**config.mk**
```make
export PLATFORM = sky130hd
export DESIGN_NAME = inv_tester
export DESIGN_NICKNAME = d
export VERILOG_FILES = /design/src/rtl/inv_tester.sv
export SDC_FILE = /design/constraint.sdc
export NUM_CORES = 1
export LEC_CHECK = 0
export ABC_AREA = 1
export CORE_ASPECT_RATIO = 0.75
export CORE_MARGIN = 2
export CORE_UTILIZATION = 25
export DETAILED_ROUTE_END_ITERATION = 10
export PLACE_DENSITY = 0.45
export SLEW_MARGIN = 15
export SYNTH_ARGS = -nofsm -noshare
export SYNTH_HDL_FRONTEND = slang
export SYNTH_SLANG_ARGS = --single-unit
```
**constraint.sdc**
```tcl
create_clock -name clk -period 2.34 [get_ports clk]
set_clock_uncertainty 0.1 [all_clocks]
set_input_delay 0.702 -clock clk [delete_from_list [all_inputs] [get_ports clk]]
set_output_delay 0.702 -clock clk [all_outputs]
set_load 0.05 [all_outputs]
```
**src/rtl/inv_tester.sv**
```systemverilog
// Sweeps every WIDTH-bit vector into an external inverter and checks dut_y == ~dut_a.
// Each vector is held for SETTLE cycles and then checked for one cycle.
module inv_tester #(
  parameter int WIDTH  = 4,
  parameter int SETTLE = 2
) (
  input  logic             clk,
  input  logic             rst,
  input  logic             start,
  output logic [WIDTH-1:0] dut_a,
  input  logic [WIDTH-1:0] dut_y,
  output logic             busy,
  output logic             done,
  output logic             pass,
  output logic [7:0]       fail_count,
  output logic [WIDTH-1:0] first_fail_vec,
  output logic [WIDTH-1:0] first_fail_got,
  output logic [1:0]       state_dbg
);

  // start is a level sampled only in IDLE/DONE; there is no ready handshake, and
  // a start seen in SETTLE or CHECK is dropped, not queued.
  typedef enum logic [1:0] {S_IDLE, S_SETTLE, S_CHECK, S_DONE} state_t;

  localparam logic [3:0] WAIT_LAST = 4'(SETTLE - 1);

  state_t     state;
  logic [3:0] wait_cnt;
  logic       mismatch;

  assign mismatch  = (dut_y != ~dut_a);
  assign state_dbg = state;

  always_ff @(posedge clk or posedge rst) begin
    if (rst) begin
      state          <= S_IDLE;
      dut_a          <= '0;
      wait_cnt       <= '0;
      busy           <= 1'b0;
      done           <= 1'b0;
      pass           <= 1'b0;
      fail_count     <= '0;
      first_fail_vec <= '0;
      first_fail_got <= '0;
    end else begin
      case (state)
        S_IDLE, S_DONE: begin
          if (start) begin
            state          <= S_SETTLE;
            dut_a          <= '0;
            wait_cnt       <= '0;
            busy           <= 1'b1;
            done           <= 1'b0;
            pass           <= 1'b0;
            fail_count     <= '0;
            first_fail_vec <= '0;
            first_fail_got <= '0;
          end
        end
        S_SETTLE: begin
          wait_cnt <= wait_cnt + 4'd1;
          if (wait_cnt == WAIT_LAST) state <= S_CHECK;
        end
        S_CHECK: begin
          if (mismatch) begin
            if (fail_count != 8'hFF) fail_count <= fail_count + 8'd1;
            // fail_count saturates and never wraps, so zero means no earlier mismatch
            if (fail_count == 8'd0) begin
              first_fail_vec <= dut_a;
              first_fail_got <= dut_y;
            end
          end
          if (dut_a == {WIDTH{1'b1}}) begin
            state <= S_DONE;
            busy  <= 1'b0;
            done  <= 1'b1;
            pass  <= (fail_count == 8'd0) && !mismatch;
          end else begin
            state    <= S_SETTLE;
            dut_a    <= dut_a + WIDTH'(1);
            wait_cnt <= '0;
          end
        end
        default: state <= S_IDLE;
      endcase
    end
  end

endmodule

```
# == Word level (Yosys, flattened, before mapping) ==
# Cells that the tools add are included.
# word_totals
ff_bits,29
elab_cells,66
inputBits,7
output_inout_bits,25
# classes
n_eq_ne,14
add_sub_neg,3
n_reduce_logical,12
bitwise_logic,1
mux,27
# op_table
cell,n
2-to-1 mux 4 bit,7
2-to-1 mux 8 bit,3
one-hot mux 4 bit (2 select lines),3
one-hot mux 8 bit (2 select lines),1
"!= test 2 bit, second input constant",7
one-hot mux 4 bit (3 select lines),1
"adder 4 x 1 -> 4 bit, second input constant",2
"adder 8 x 1 -> 8 bit, second input constant",1
logical NOT 8 bit,1
"!= test 8 bit, second input constant",1
AND reduction 4 bit,2
2-to-1 mux 2 bit,3
one-hot mux 1 bit (2 select lines),3
one-hot mux 2 bit (3 select lines),1
AND reduction 3 bit,2
2-to-1 mux 1 bit,5
"== test 2 bit, second input constant",2
"== test 4 x 1 -> 1 bit, second input constant",1
"== test 4 bit, second input constant",1
!= test 4 bit,1
NOT 4 bit,1
AND reduction 2 bit,2
"== test 2 x 1 -> 1 bit, second input constant",1
logical NOT 2 bit,1
other kinds (4),4

# == Depth between registers and ports, before layout ==
# depth
word_depth,6
depth_mapped,11
mapped_depth_nobuf,11

# == Worst setup path after synthesis ==
# OpenSTA, ideal clock, no wires.
# synth_path
path_kind,register -> register
start,"register state[0], in the netlist state_dbg[0]"
end,register fail_count[4]
arrival_time_ns,1.791
n_path_buf,1
stages_incl_launch_ff,11
period_less_slack_ns,2.011
setup_time_ns,0.120
path_slack_ns,0.329
t_required_ns,2.120
path_cell_list,dfrtp_1 inv_1 ha_1 inv_1 nor2_2 inv_2 o21ai_2 inv_2 buf_2 nand4_1 nand2_1
# synth_between
elab_chain_len,4
word_cells_on_any_way,10
classes_between,eq/ne: 5; mux: 1; reduce/logical: 4
# synth_rtl
element,line_no,text
start: declaration,27,state_t state;
start signal: assignment,36,state <= S_IDLE;
start signal: assignment,49,state <= S_SETTLE;
start signal: assignment,62,if (wait_cnt == WAIT_LAST) state <= S_CHECK;
== test 2 bit or logical NOT 2 bit (tied branches),46,case (state)
OR reduction 2 bit,46,
!= test 2 bit (no line) or nonzero test 2 bit (tied branches),n/a,
AND reduction 4 bit (no line),n/a,
end signal: assignment,66,if (fail_count != 8'hFF) fail_count <= fail_count + 8'd1;
end: declaration,15,"output logic [7:0] fail_count,"
# Several ways; a longest one is shown, not always the timed one.
# A chain may end at the register's enable or synchronous reset.

# == Final worst setup path ==
# layout_path
start,register first_fail_vec[2]
end,output first_fail_vec[2]
# layout_lines
element,line_no,text
start: declaration,16,"output logic [WIDTH-1:0] first_fail_vec,"
start signal: assignment,69,first_fail_vec <= dut_a;
# No word-level cell between the ends.

==> out/metrics.csv <==
stage,metric,value,unit
sta,slew_headroom,66.9,%
placement,gp_congestion,0.746,
cts,cts_resized,0,
sta,setup_viol,0,
sta,rsz0062_at_grt,false,
finish,drive_above_1_share,17.7,%
sta,setup_tns,0,ps
yosys,yosysTopAreaCell,dfrtp_1,
floorplan,die_height,78.0,µm
yosys,ys_warn_count,0,
drt,via_per_inst,4.09,
pwr,peakVddDrop,0.000384,V
drt,first_iter_violations,38,
sta,fin_ws,84.9,ps
yosys,yosysMostFrequentCell,nand2_1,
critical_path,path_max_fanout,2,
sta,period_needed,2260,ps
critical_path,critPathCaptureType,output pin,
cts,cts_htree_levels,2,
floorplan,io_pins,32,
pwr,p_leak,1.25,nW
yosys,synth-compound-area-share,5.63,%
pwr,cellPowerDensity,1020,nW/µm²
outcome,status,"finished, final reports clean",
yosys,yosys-top-cells-area,"dfrtp_1 (40%), nand2_1 (16%), inv_1 (5.6%), ha_1 (5.5%), nand4_1 (5.5%)",
yosys,synth_fp_nets,258,
placement,place_ws,93.6,ps
yosys,synth_edf_count,0,
floorplan,core-area,6930,µm²
floorplan,die-area,8000,µm²
finish,nFillCells,757,
critical_path,path_buf_inv,1,
global_route,grt_pass1_vias,1426,
global_route,grt_pass1_wl,7450,µm
critical_path,worstPathCellList,clkdlybuf4s50_1,
cts,cts_hold_buf,0,
floorplan,num_rows,26,
global_route,grt_start_max_net_pins,30,
placement,hpwlAfterDp,3360,µm
critical_path,required,1540,ps
finish,multi_input_area,932,µm²
yosys,synth-xor-area-share,1.44,%
placement,io_buffers,31,
cts,clkTransAtPathRegs,60,ps
global_route,antenna_found_initial,0,
drt,num_vias,1555,
drt,first_pass_iters,4,
cts,cts_tree,built,
yosys,synth_top_family_by_area,simple AND/OR/NAND/NOR gates,
sta,worst_hold_slack,373,ps
cts,clock_latency,280,ps
floorplan,start_util,26.3,%
sta,fmax,0.443,GHz
finish,diodes,0,
drt,routedWlPerCell,11.4,µm
yosys,yosysTopAreaCellShare,39.8,%
critical_path,slowest_delay,810,ps
critical_path,crit_family,buffers and inverters,
run,maxCapViolations,0,
critical_path,crit_slowest_cell,clkdlybuf4s50_1,
cts,cts_buffer_depth,2,
pwr,power,2.37,mW
yosys,ys_seq_area_share,39.8,%
drt,ant_nets,0,
sta,tightestPinTransition,495,ps
sta,slew_violations,0,
critical_path,crit_type,register to output pin,
global_route,grt-ovfl-total,0,
floorplan,die_width,103,µm
drt,drc,0,
drt,drt_wl_total,4350,µm
yosys,muxShareOfSynthArea,0.549,%
global_route,track_usage,12.2,%
yosys,synthSimpleGateAreaFrac,38.0,%
yosys,netlist_instances,243,
yosys,ys_top_cells_by_count,"nand2_1 (79), dfrtp_1 (29), inv_1 (27)",
yosys,synth_adder_area_share,5.49,%
cts,cts_setup_buffers,0,
cts,clock-sinks,29,
sta,hold_viol_final,0,
finish,fin_nets,296,
yosys,synthArstFlopShare,100,%
yosys,syn_area_per_cell,7.50,µm²
yosys,synthFlopType,dfrtp_1,
cts,cts_buffers,5,
cts,cts-root-buf,clkbuf_8,
worst_hold_path,hold_class,register to register,
yosys,synth_cell_types,28,
finish,syn_to_final_growth,27.0,%
yosys,syn-cell-area,1820,µm²
finish,seqCellArea,726,µm²
critical_path,start_kind,register,
yosys,synth_seq_cells,29,
sta,post-route-period-util,96.4,%
critical_path,arrival,1450,ps
## through the flow
step / cell area, µm² / cells / utilization (%)
global placement: 2210 / 372 / 31.9
finish: 2310 / 380 / 33.4
detailed placement: 2210 / 372 / 31.9
floorplan: 1820 / 243 / -
global route: 2310 / 380 / 33.4
CTS: 2310 / 380 / 33.4
## cells in the final DEF, fill, tap and decap left out
cell type	Yosys	final
nor2_2	2	2
clkdlybuf4s50_1	0	14
or2_0	1	1
nand2_1	79	79
inv_1	27	27
nand3_1	13	13
nand3_2	2	2
ha_1	8	8
nand3_4	2	2
a21oi_1	2	2
o21bai_1	1	1
o31ai_1	2	2
nor2_4	2	2
o21ai_2	1	1
nand2_2	3	3
nor2_1	22	22
nand4_4	1	1
and2_0	1	1
o21ai_0	2	2
xor2_1	3	3
buf_4	0	22
clkbuf_8	0	7
o22ai_1	1	1
inv_2	7	7
o21ai_1	9	9
clkinv_2	0	1
dfrtp_1	29	29
mux2i_1	1	1
nand4_1	16	16
or2_1	1	1
## per-layer routing
layer	routed length, µm	GRT usage (%)
met3	156	2.88
met5	0	0
met2	1730	15.2
met4	35	4.40
met1	2430	19.5
## final cells by class
cell class,instances,share of cell area [%]
Multi-Input combinational cell,175,40.3
Sequential cell,29,31.4
Timing Repair Buffer,36,13.2
Inverter,34,5.51
Tap cell,98,5.30
Clock buffer,7,4.16
Clock inverter,1,0.216
## state kept, by name, summed over array words and instances (netlist names)
| name | count |
|---|---|
| busy | 1 |
| dut_a | 4 |
| state_dbg | 2 |
| wait_cnt | 4 |
| first_fail_got | 4 |
| done | 1 |
| fail_count | 8 |
| pass | 1 |
| first_fail_vec | 4 |
## power breakdown
group / switching [mW] / total [mW] / internal (mW)
clock network: 0.187 / 0.453 / 0.265
logic: 0.834 / 1.21 / 0.375
registers: 0.106 / 0.705 / 0.599
total: 1.13 / 2.37 / 1.24
## path summary, 6_finish.rpt
| kind | cells past startpoint | endpoint | startpoint | slack [ps] |
|---|---|---|---|---|
| min in group asynchronous | 3 | first_fail_vec[0] | rst | 700 |
| max in group asynchronous | 3 | fail_count[4] | rst | 1150 |
| worst min-delay path | 2 | first_fail_vec[0] | first_fail_vec[0] | 370 |
| worst min register to register | 2 | first_fail_vec[0] | first_fail_vec[0] | 370 |
| worst max register to register | 10 | fail_count[6] | state_dbg[0] | 480 |
| worst max-delay path | 1 | first_fail_vec[2] | first_fail_vec[2] | 80 |
## logic make-up (layout without fill, tap and decap cells)
group | Yosys count | after routing
flip-flops | 29 | 29
AND/OR/NAND/NOR | 145 | 145
adder cells (fa/ha/maj) | 8 | 8
multiplexers | 1 | 1
AO/OA/AOI/OAI | 18 | 18
XOR/XNOR | 3 | 3
buffers and inverters | 39 | 78
Power figures use the tool's default switching activity.
